**config.mk**
```make
export PLATFORM = sky130hd
export DESIGN_NAME = dwc_downconv_wr_addr_split_flat
export DESIGN_NICKNAME = d
export VERILOG_FILES = /design/src/rtl/dwc_downconv_wr_addr_split_if.sv /design/src/rtl/dwc_downconv_wr_addr_split.sv /design/src/flat_wrapper.sv
export SDC_FILE = /design/constraint.sdc
export NUM_CORES = 1
export LEC_CHECK = 0
export BUFFER_PORTS_ARGS = -buffer_cell sky130_fd_sc_hd__buf_2
export CAP_MARGIN = 20
export CORE_MARGIN = 3
export CORE_UTILIZATION = 50
export CTS_CLUSTER_DIAMETER = 80
export CTS_CLUSTER_SIZE = 10
export DETAILED_ROUTE_END_ITERATION = 7
export GPL_TIMING_DRIVEN = 0
export PLACE_DENSITY_LB_ADDON = 0.25
export SLEW_MARGIN = 20
export SYNTH_ARGS = -nofsm -noshare
export SYNTH_HDL_FRONTEND = slang
export SYNTH_SLANG_ARGS = --single-unit
```
**constraint.sdc**
```tcl
create_clock -name ACLK -period 5.8 [get_ports ACLK]
set_input_delay 1.16 -clock ACLK [delete_from_list [all_inputs] [get_ports ACLK]]
set_output_delay 1.16 -clock ACLK [all_outputs]
set_load 0.1 [all_outputs]
```
**src/rtl/dwc_downconv_wr_addr_split_if.sv**
```systemverilog
// Narrow-side AXI write-address channel of the down-converter.
// The master modport drives the AW payload and VALID; the slave modport drives READY.
interface dwc_downconv_wr_addr_split_if #(
    parameter int ADDR_WIDTH = 32,
    parameter int ID_WIDTH   = 1
);
    logic                  AWVALID;
    logic                  AWREADY;
    logic [ADDR_WIDTH-1:0] AWADDR;
    logic [7:0]            AWLEN;
    logic [2:0]            AWSIZE;
    logic [1:0]            AWBURST;
    logic [ID_WIDTH-1:0]   AWID;

    modport master (
        output AWVALID, AWADDR, AWLEN, AWSIZE, AWBURST, AWID,
        input  AWREADY
    );

    modport slave (
        input  AWVALID, AWADDR, AWLEN, AWSIZE, AWBURST, AWID,
        output AWREADY
    );
endinterface

```
**src/rtl/dwc_downconv_wr_addr_split.sv**
```systemverilog
// Down-converter write-address split: re-issues one held wide AW command as narrow slave bursts.
// Optional DWC_DOWNCONV_WR_BCNT_EN adds a per-command burst-count push for the B merge path.
//
// state | meaning
// IDLE  | waiting for a held command; captures hold_* on entry to LOAD
// LOAD  | one cycle: derive ratio, total beats, base and first chunk payload
// ISSUE | SLAVE.AWVALID high; advance chunk on every handshake
module dwc_downconv_wr_addr_split #(
    parameter int ADDR_WIDTH    = 32,
    parameter int ID_WIDTH      = 1,
    parameter int SLV_SIZE_MAX  = 2,
    parameter int MSTR_SIZE_MAX = 3
) (
    input  logic                  ACLK,
    input  logic                  sysReset,
    input  logic                  hold_valid,
    input  logic [ADDR_WIDTH-1:0] hold_addr,
    input  logic [7:0]            hold_len,
    input  logic [2:0]            hold_size,
    input  logic [1:0]            hold_burst,
    input  logic [ID_WIDTH-1:0]   hold_id,
    output logic                  hold_get_next_data,
    output logic                  split_err,
`ifdef DWC_DOWNCONV_WR_BCNT_EN
    output logic                  bcnt_push,
    output logic [8:0]            bcnt_data,
`endif
    dwc_downconv_wr_addr_split_if.master SLAVE
);
    localparam int TB_W = 9 + MSTR_SIZE_MAX - SLV_SIZE_MAX;
    localparam logic [1:0] BURST_FIXED = 2'b00;
    localparam logic [1:0] BURST_INCR  = 2'b01;
    localparam logic [1:0] BURST_WRAP  = 2'b10;
    localparam logic [ADDR_WIDTH-1:0] CHUNK_STRIDE = ADDR_WIDTH'(256 << SLV_SIZE_MAX);

    typedef enum logic [1:0] {IDLE, LOAD, ISSUE} state_t;
    state_t state, stateNext;

    logic [ADDR_WIDTH-1:0] cmdAddr, awAddr, baseAddr;
    logic [7:0]            cmdLen, awLen;
    logic [2:0]            cmdSize, awSize, effSize, ratioLog;
    logic [1:0]            cmdBurst, awBurst;
    logic [ID_WIDTH-1:0]   cmdId;
    logic [TB_W-1:0]       remaining, totalBeats, beatsPerMstr;
    logic [TB_W-1:0]       chunkSrc, chunkIncr, chunk;
    logic                  convert, lastChunk, awValid, getNext, splitErr;

    // Sizes above the master bus width are illegal; clamp so the beat count cannot overflow.
    assign effSize      = (cmdSize > 3'(MSTR_SIZE_MAX)) ? 3'(MSTR_SIZE_MAX) : cmdSize;
    assign ratioLog     = (effSize > 3'(SLV_SIZE_MAX)) ? effSize - 3'(SLV_SIZE_MAX) : 3'd0;
    assign convert      = (ratioLog != 3'd0);
    assign totalBeats   = TB_W'({1'b0, cmdLen} + 9'd1) << ratioLog;
    assign beatsPerMstr = TB_W'(1) << ratioLog;
    assign baseAddr     = cmdAddr & ~((ADDR_WIDTH'(1) << effSize) - ADDR_WIDTH'(1));

    // Size of the chunk being loaded: first chunk in LOAD, following chunk in ISSUE.
    assign chunkSrc  = (state == LOAD) ? totalBeats : remaining;
    assign chunkIncr = (chunkSrc > TB_W'(256)) ? TB_W'(256) : chunkSrc;
    assign chunk     = (cmdBurst == BURST_FIXED) ? beatsPerMstr : chunkIncr;
    assign lastChunk = (remaining == '0);

    always_ff @(posedge ACLK or posedge sysReset) begin
        if (sysReset) state <= IDLE;
        else          state <= stateNext;
    end

    always_comb begin
        stateNext = state;
        awValid   = 1'b0;
        getNext   = 1'b0;
        splitErr  = 1'b0;
        case (state)
            IDLE: if (hold_valid) stateNext = LOAD;
            LOAD: begin
                stateNext = ISSUE;
                splitErr  = convert && (cmdBurst == BURST_WRAP);
            end
            ISSUE: begin
                awValid = 1'b1;
                if (SLAVE.AWREADY && lastChunk) begin
                    getNext   = 1'b1;
                    stateNext = IDLE;
                end
            end
            default: stateNext = IDLE;
        endcase
    end

    always_ff @(posedge ACLK or posedge sysReset) begin
        if (sysReset) begin
            cmdAddr   <= '0;
            cmdLen    <= '0;
            cmdSize   <= '0;
            cmdBurst  <= '0;
            cmdId     <= '0;
            awAddr    <= '0;
            awLen     <= '0;
            awSize    <= '0;
            awBurst   <= '0;
            remaining <= '0;
        end else begin
            case (state)
                IDLE: if (hold_valid) begin
                    cmdAddr  <= hold_addr;
                    cmdLen   <= hold_len;
                    cmdSize  <= hold_size;
                    cmdBurst <= hold_burst;
                    cmdId    <= hold_id;
                end
                LOAD: if (!convert) begin
                    awAddr    <= cmdAddr;
                    awLen     <= cmdLen;
                    awSize    <= cmdSize;
                    awBurst   <= cmdBurst;
                    remaining <= '0;
                end else begin
                    awAddr    <= baseAddr;
                    awLen     <= 8'(chunk - TB_W'(1));
                    awSize    <= 3'(SLV_SIZE_MAX);
                    awBurst   <= BURST_INCR;
                    remaining <= totalBeats - chunk;
                end
                ISSUE: if (SLAVE.AWREADY && !lastChunk) begin
                    awLen     <= 8'(chunk - TB_W'(1));
                    remaining <= remaining - chunk;
                    if (cmdBurst != BURST_FIXED) awAddr <= awAddr + CHUNK_STRIDE;
                end
                default: ;
            endcase
        end
    end

`ifdef DWC_DOWNCONV_WR_BCNT_EN
    logic [8:0] burstCnt;

    always_ff @(posedge ACLK or posedge sysReset) begin
        if (sysReset)                               burstCnt <= '0;
        else if (state == LOAD)                     burstCnt <= '0;
        else if (state == ISSUE && SLAVE.AWREADY)   burstCnt <= burstCnt + 9'd1;
    end

    assign bcnt_push = getNext;
    assign bcnt_data = getNext ? burstCnt + 9'd1 : 9'd0;
`endif

    assign hold_get_next_data = getNext;
    assign split_err          = splitErr;
    assign SLAVE.AWVALID      = awValid;
    assign SLAVE.AWADDR       = awAddr;
    assign SLAVE.AWLEN        = awLen;
    assign SLAVE.AWSIZE       = awSize;
    assign SLAVE.AWBURST      = awBurst;
    assign SLAVE.AWID         = cmdId;
endmodule

```
**src/flat_wrapper.sv**
```systemverilog
// flat-port wrapper written by rule: the top's interface ports become plain ports
module dwc_downconv_wr_addr_split_flat 
#(
    parameter int ADDR_WIDTH    = 32,
    parameter int ID_WIDTH      = 1,
    parameter int SLV_SIZE_MAX  = 2,
    parameter int MSTR_SIZE_MAX = 3
)
  (ACLK, sysReset, hold_valid, hold_addr, hold_len, hold_size, hold_burst, hold_id, hold_get_next_data, split_err, SLAVE_AWVALID, SLAVE_AWADDR, SLAVE_AWLEN, SLAVE_AWSIZE, SLAVE_AWBURST, SLAVE_AWID, SLAVE_AWREADY);
  dwc_downconv_wr_addr_split_if #(.ADDR_WIDTH(ADDR_WIDTH), .ID_WIDTH(ID_WIDTH)) SLAVE_i ();
  input  logic ACLK;
  input  logic sysReset;
  input  logic hold_valid;
  input  logic [ADDR_WIDTH-1:0] hold_addr;
  input  logic [7:0] hold_len;
  input  logic [2:0] hold_size;
  input  logic [1:0] hold_burst;
  input  logic [ID_WIDTH-1:0] hold_id;
  output logic hold_get_next_data;
  output logic split_err;
  output wire logic [$bits(SLAVE_i.AWVALID)-1:0] SLAVE_AWVALID;
  output wire logic [$bits(SLAVE_i.AWADDR)-1:0] SLAVE_AWADDR;
  output wire logic [$bits(SLAVE_i.AWLEN)-1:0] SLAVE_AWLEN;
  output wire logic [$bits(SLAVE_i.AWSIZE)-1:0] SLAVE_AWSIZE;
  output wire logic [$bits(SLAVE_i.AWBURST)-1:0] SLAVE_AWBURST;
  output wire logic [$bits(SLAVE_i.AWID)-1:0] SLAVE_AWID;
  input wire logic [$bits(SLAVE_i.AWREADY)-1:0] SLAVE_AWREADY;
  assign SLAVE_AWVALID = SLAVE_i.AWVALID;
  assign SLAVE_AWADDR = SLAVE_i.AWADDR;
  assign SLAVE_AWLEN = SLAVE_i.AWLEN;
  assign SLAVE_AWSIZE = SLAVE_i.AWSIZE;
  assign SLAVE_AWBURST = SLAVE_i.AWBURST;
  assign SLAVE_AWID = SLAVE_i.AWID;
  assign SLAVE_i.AWREADY = SLAVE_AWREADY;
  dwc_downconv_wr_addr_split #(.ADDR_WIDTH(ADDR_WIDTH), .ID_WIDTH(ID_WIDTH), .SLV_SIZE_MAX(SLV_SIZE_MAX), .MSTR_SIZE_MAX(MSTR_SIZE_MAX)) u_core (.ACLK(ACLK), .sysReset(sysReset), .hold_valid(hold_valid), .hold_addr(hold_addr), .hold_len(hold_len), .hold_size(hold_size), .hold_burst(hold_burst), .hold_id(hold_id), .hold_get_next_data(hold_get_next_data), .split_err(split_err), .SLAVE(SLAVE_i));
endmodule
```
==> metrics.md <==
| Metric | Value |
|---|---|
| CP cell instances | `inv_1 -> ha_1 -> inv_1 -> clkbuf_1 -> a2bb2oi_1 -> a311oi_1 -> a41o_1 -> nand2_1 -> nor2_1 -> a21oi_1 -> ha_1 -> nor2b_1 -> o21ai_0 -> nand2b_1 -> a21o_1 -> a21o_1 -> a31oi_1 -> o21ai_0 -> xnor2_1 -> a311o_1` |
| Clock skew | `9.380 ps` |
| Overall Global Routing Usage | `about a quarter` |
| Pre-Repair DR Iteration Count | `5` |
| Worst endpoint required time | `between 6000 and 7000 ps` |
| Slowest cell delay on critical path | `about 440 ps` |
| Critical-path top delay cell | `a21oi_1` |
| Avg Cell Area, Syn | `9.223 um2` |
| CTS tree | `yes` |
| RSZ-0062 raised after global routing | `false` |
| Critical R2R Capture | `u_core.remaining[9]` |
| Max-slew headroom | `between 50% and 60%` |
| Yosys warning total | `0` |
| Setup CP Type | `flop to flop` |
| Post-DP HPWL | `between 10 and 15 mm` |
| Clock Sinks | `103` |
| Via count | `around 5.7k` |
| Cell family with most CP delay | `compound AO/OA/AOI/OAI gates` |
| Hold Path End | `u_core.SLAVE.AWLEN[3]` |
| R2r worst-path depth | `20` |
| Post-CTS sizing | `0` |
| Final Setup Violations | `0` |
| Worst Tran Pin Value | `around 730 ps` |
| Async SR Flop Fraction | `100.0%` |
| Rows | `40` |
| CP max FO | `10` |
| Clock Pin Slew Worst Setup and Hold Paths | `70 ps` |
| Die Y | `117.9 um` |
| Clock buffer depth | `2` |
| Synthesized cell area | `0.006262 mm2` |
| Hold path startpoint | `u_core.SLAVE.AWLEN[3]` |
| Hold Path Depth | `2` |
| Number of H-tree levels | `3` |
| FF-to-FF setup slack | `between 900 and 1000 ps` |
| Crit path DAT | `around 5000 ps` |
| Post-CTS setup buffers | `0` |
| 1st-iter DRT viols | `approximately 430` |
| Initial antenna violation count | `0` |
| Post-synth EDFFs | `0` |
| Vias per Instance | `5.914` |
| Port Buffers | `between 90 and 100` |
| Share of post-route cells with drive strength above 1 | `24.06%` |
| Max-Cap Viols | `0` |
| CP bufs+invs | `3` |
| # hold bufs at CTS | `0` |
| Inserted Diodes | `0` |
| Slew Limit Fails | `0` |
| Critical path startpoint category | `flop` |
| Final Hold Viols | `0` |
| TritonCTS Buffers | `9` |
| Flops & latches, synth | `103` |
| Setup TNS | `0 ps` |
| First-pass GRT wire length | `28.21 mm` |
| Final nets | `slightly below 900` |
| Post-Syn Nets | `~760` |
| Core footprint | `approximately 0.012 mm2` |
| IO Count | `99` |
| GRT overflow | `0` |
| Worst reg2reg path startpoint | `u_core.state[1]` |
| Largest net degree at the start of global routing | `57` |
| Minimum clock period | `between 4000 and 5000 ps` |
| Vias in the first global route | `roughly 5.7k` |
| Status | `finished clean` |
| Final Cycle Share | `between 80% and 90%` |
| Die Area | `0.01390 mm2` |
| Number of remaining DRC errors | `0` |
| WL per Instance | `between 15 and 20 um` |
| Register area share after synthesis | `about two fifths` |
| Synth cell types | `between 60 and 70` |
| Crit. End Element | `flop` |
| Placer Congestion | `0.9181` |
| Fmax achieved | `205.0 MHz` |
| Routed wire length | `roughly 17 mm` |
| Clk_lat worst skew | `360 ps` |
| Hold Slack | `approximately 470 ps` |
| Antenna Violating Nets Remaining | `0` |
| Syn Inst Count | `approximately 680` |
| Area growth from synthesis to layout | `16.36%` |
| Worst Hold Class | `flop to flop` |
| Clk root buf | `clkbuf_16` |
| Die Width | `117.9 um` |
| Starting Density | `approximately half` |
| Ys flop type | `dfrtp_1` |
==> registers in the layout (all words and copies together) (netlist names) <==
register and cells:
u_core.SLAVE.AWADDR 32, u_core.SLAVE.AWBURST 2, u_core.SLAVE.AWID 1, u_core.SLAVE.AWLEN 8, u_core.SLAVE.AWSIZE 3, u_core.cmdAddr 32, u_core.cmdBurst 2, u_core.cmdLen 8
u_core.cmdSize 3, u_core.remaining 10, u_core.state 2
==> metal layers <==
metal | vias to the layer above | wire [um] | GRT usage, %
met2 | 237 | 8301 | 42.18
met5 | - | 0 | 0
met1 | 2779 | 7217 | 33.03
li1 | 2650 | - | -
met3 | 23 | 1157 | 3.748
met4 | 0 | 334 | 8.571
==> kinds of logic after synthesis <==
kind of cell             synth area share, %
buffers and inverters                  4.715
XOR/XNOR                               2.358
AND/OR/NAND/NOR                        15.52
multiplexers                           10.39
flip-flops                             41.16
adder cells (fa/ha/maj)                6.374
AO/OA/AOI/OAI                          19.36
other                                 0.1199
==> placed cells by master, fill, tap and decap left out, drive strengths merged, types with 12 or more instances in the layout <==
cell      n
buf     109
dfrtp   103
nand2    73
o21ai    60
a21oi    58
mux2     50
nor2     40
clkbuf   39
inv      35
ha       27
nand3    25
xnor2    13
nor3     12
==> synthesized netlist by cell type, types with 3 or more instances <==
cell type	number	area, um2
mux2i_1	6	60.06
a211oi_1	6	45.04
a2bb2oi_1	3	26.28
nand3_1	25	125.1
buf_6	3	33.78
or3_1	4	25.02
xnor2_1	12	105.1
o211ai_1	3	22.52
nor3b_1	3	22.52
buf_1	5	18.77
a221oi_1	3	26.28
a21oi_1	56	280.3
nor3_1	12	60.06
inv_1	33	123.9
clkbuf_1	29	108.9
a31oi_1	11	68.82
a21o_1	8	60.06
nand4_1	8	50.05
xor2_1	3	26.28
o21ai_0	60	300.3
nand2_1	73	274.0
and2_1	5	31.28
or2_2	5	31.28
nand2b_1	6	37.54
nor2_1	40	150.1
and3_1	7	43.79
o21a_1	3	22.52
ha_1	27	337.8
dfrtp_1	103	2577
mux2_2	50	563.0
nor2b_1	9	56.30
o22ai_1	9	56.30
==> final cells by class <==
cell class	instances	area [um2]
Fill cell	1094	4825
Multi-Input combinational cell	504	3390
Sequential cell	103	2577
Timing Repair Buffer	99	518.0
Clock buffer	10	239.0
Tap cell	168	210.2
Buffer	39	171.4
Inverter	33	128.9
Clock inverter	6	52.55
==> worst max path at each step <==
stage / from / end / cells after the start
floorplan: u_core.state[1] / split_err / 6
global placement: sysReset / u_core.SLAVE.AWLEN[0] / 2
detailed placement: u_core.state[1] / u_core.remaining[9] / 20
CTS: u_core.state[1] / u_core.remaining[9] / 20
global route: u_core.state[1] / u_core.remaining[8] / 21
finish: u_core.state[1] / u_core.remaining[9] / 20
==> per-stage QoR <==
stage	util, %	worst slack, ps	instance area [um2]	instances
floorplan	-	1131	6262	679
global placement	57.49	822.9	6963	945
detailed placement	57.76	1059	6995	946
CTS	60.17	1008	7287	962
global route	60.17	481.7	7287	962
finish	60.17	922.8	7287	962
==> worst min-delay path, stage by stage, from the launching register on <==
cell	delay, ps
dfrtp_1	340
nand2_1	40
o21ai_0	60
Power is left out: the tool's default activity adds up to more than one toggle a clock period on the data nets, which glitch-free logic cannot reach.
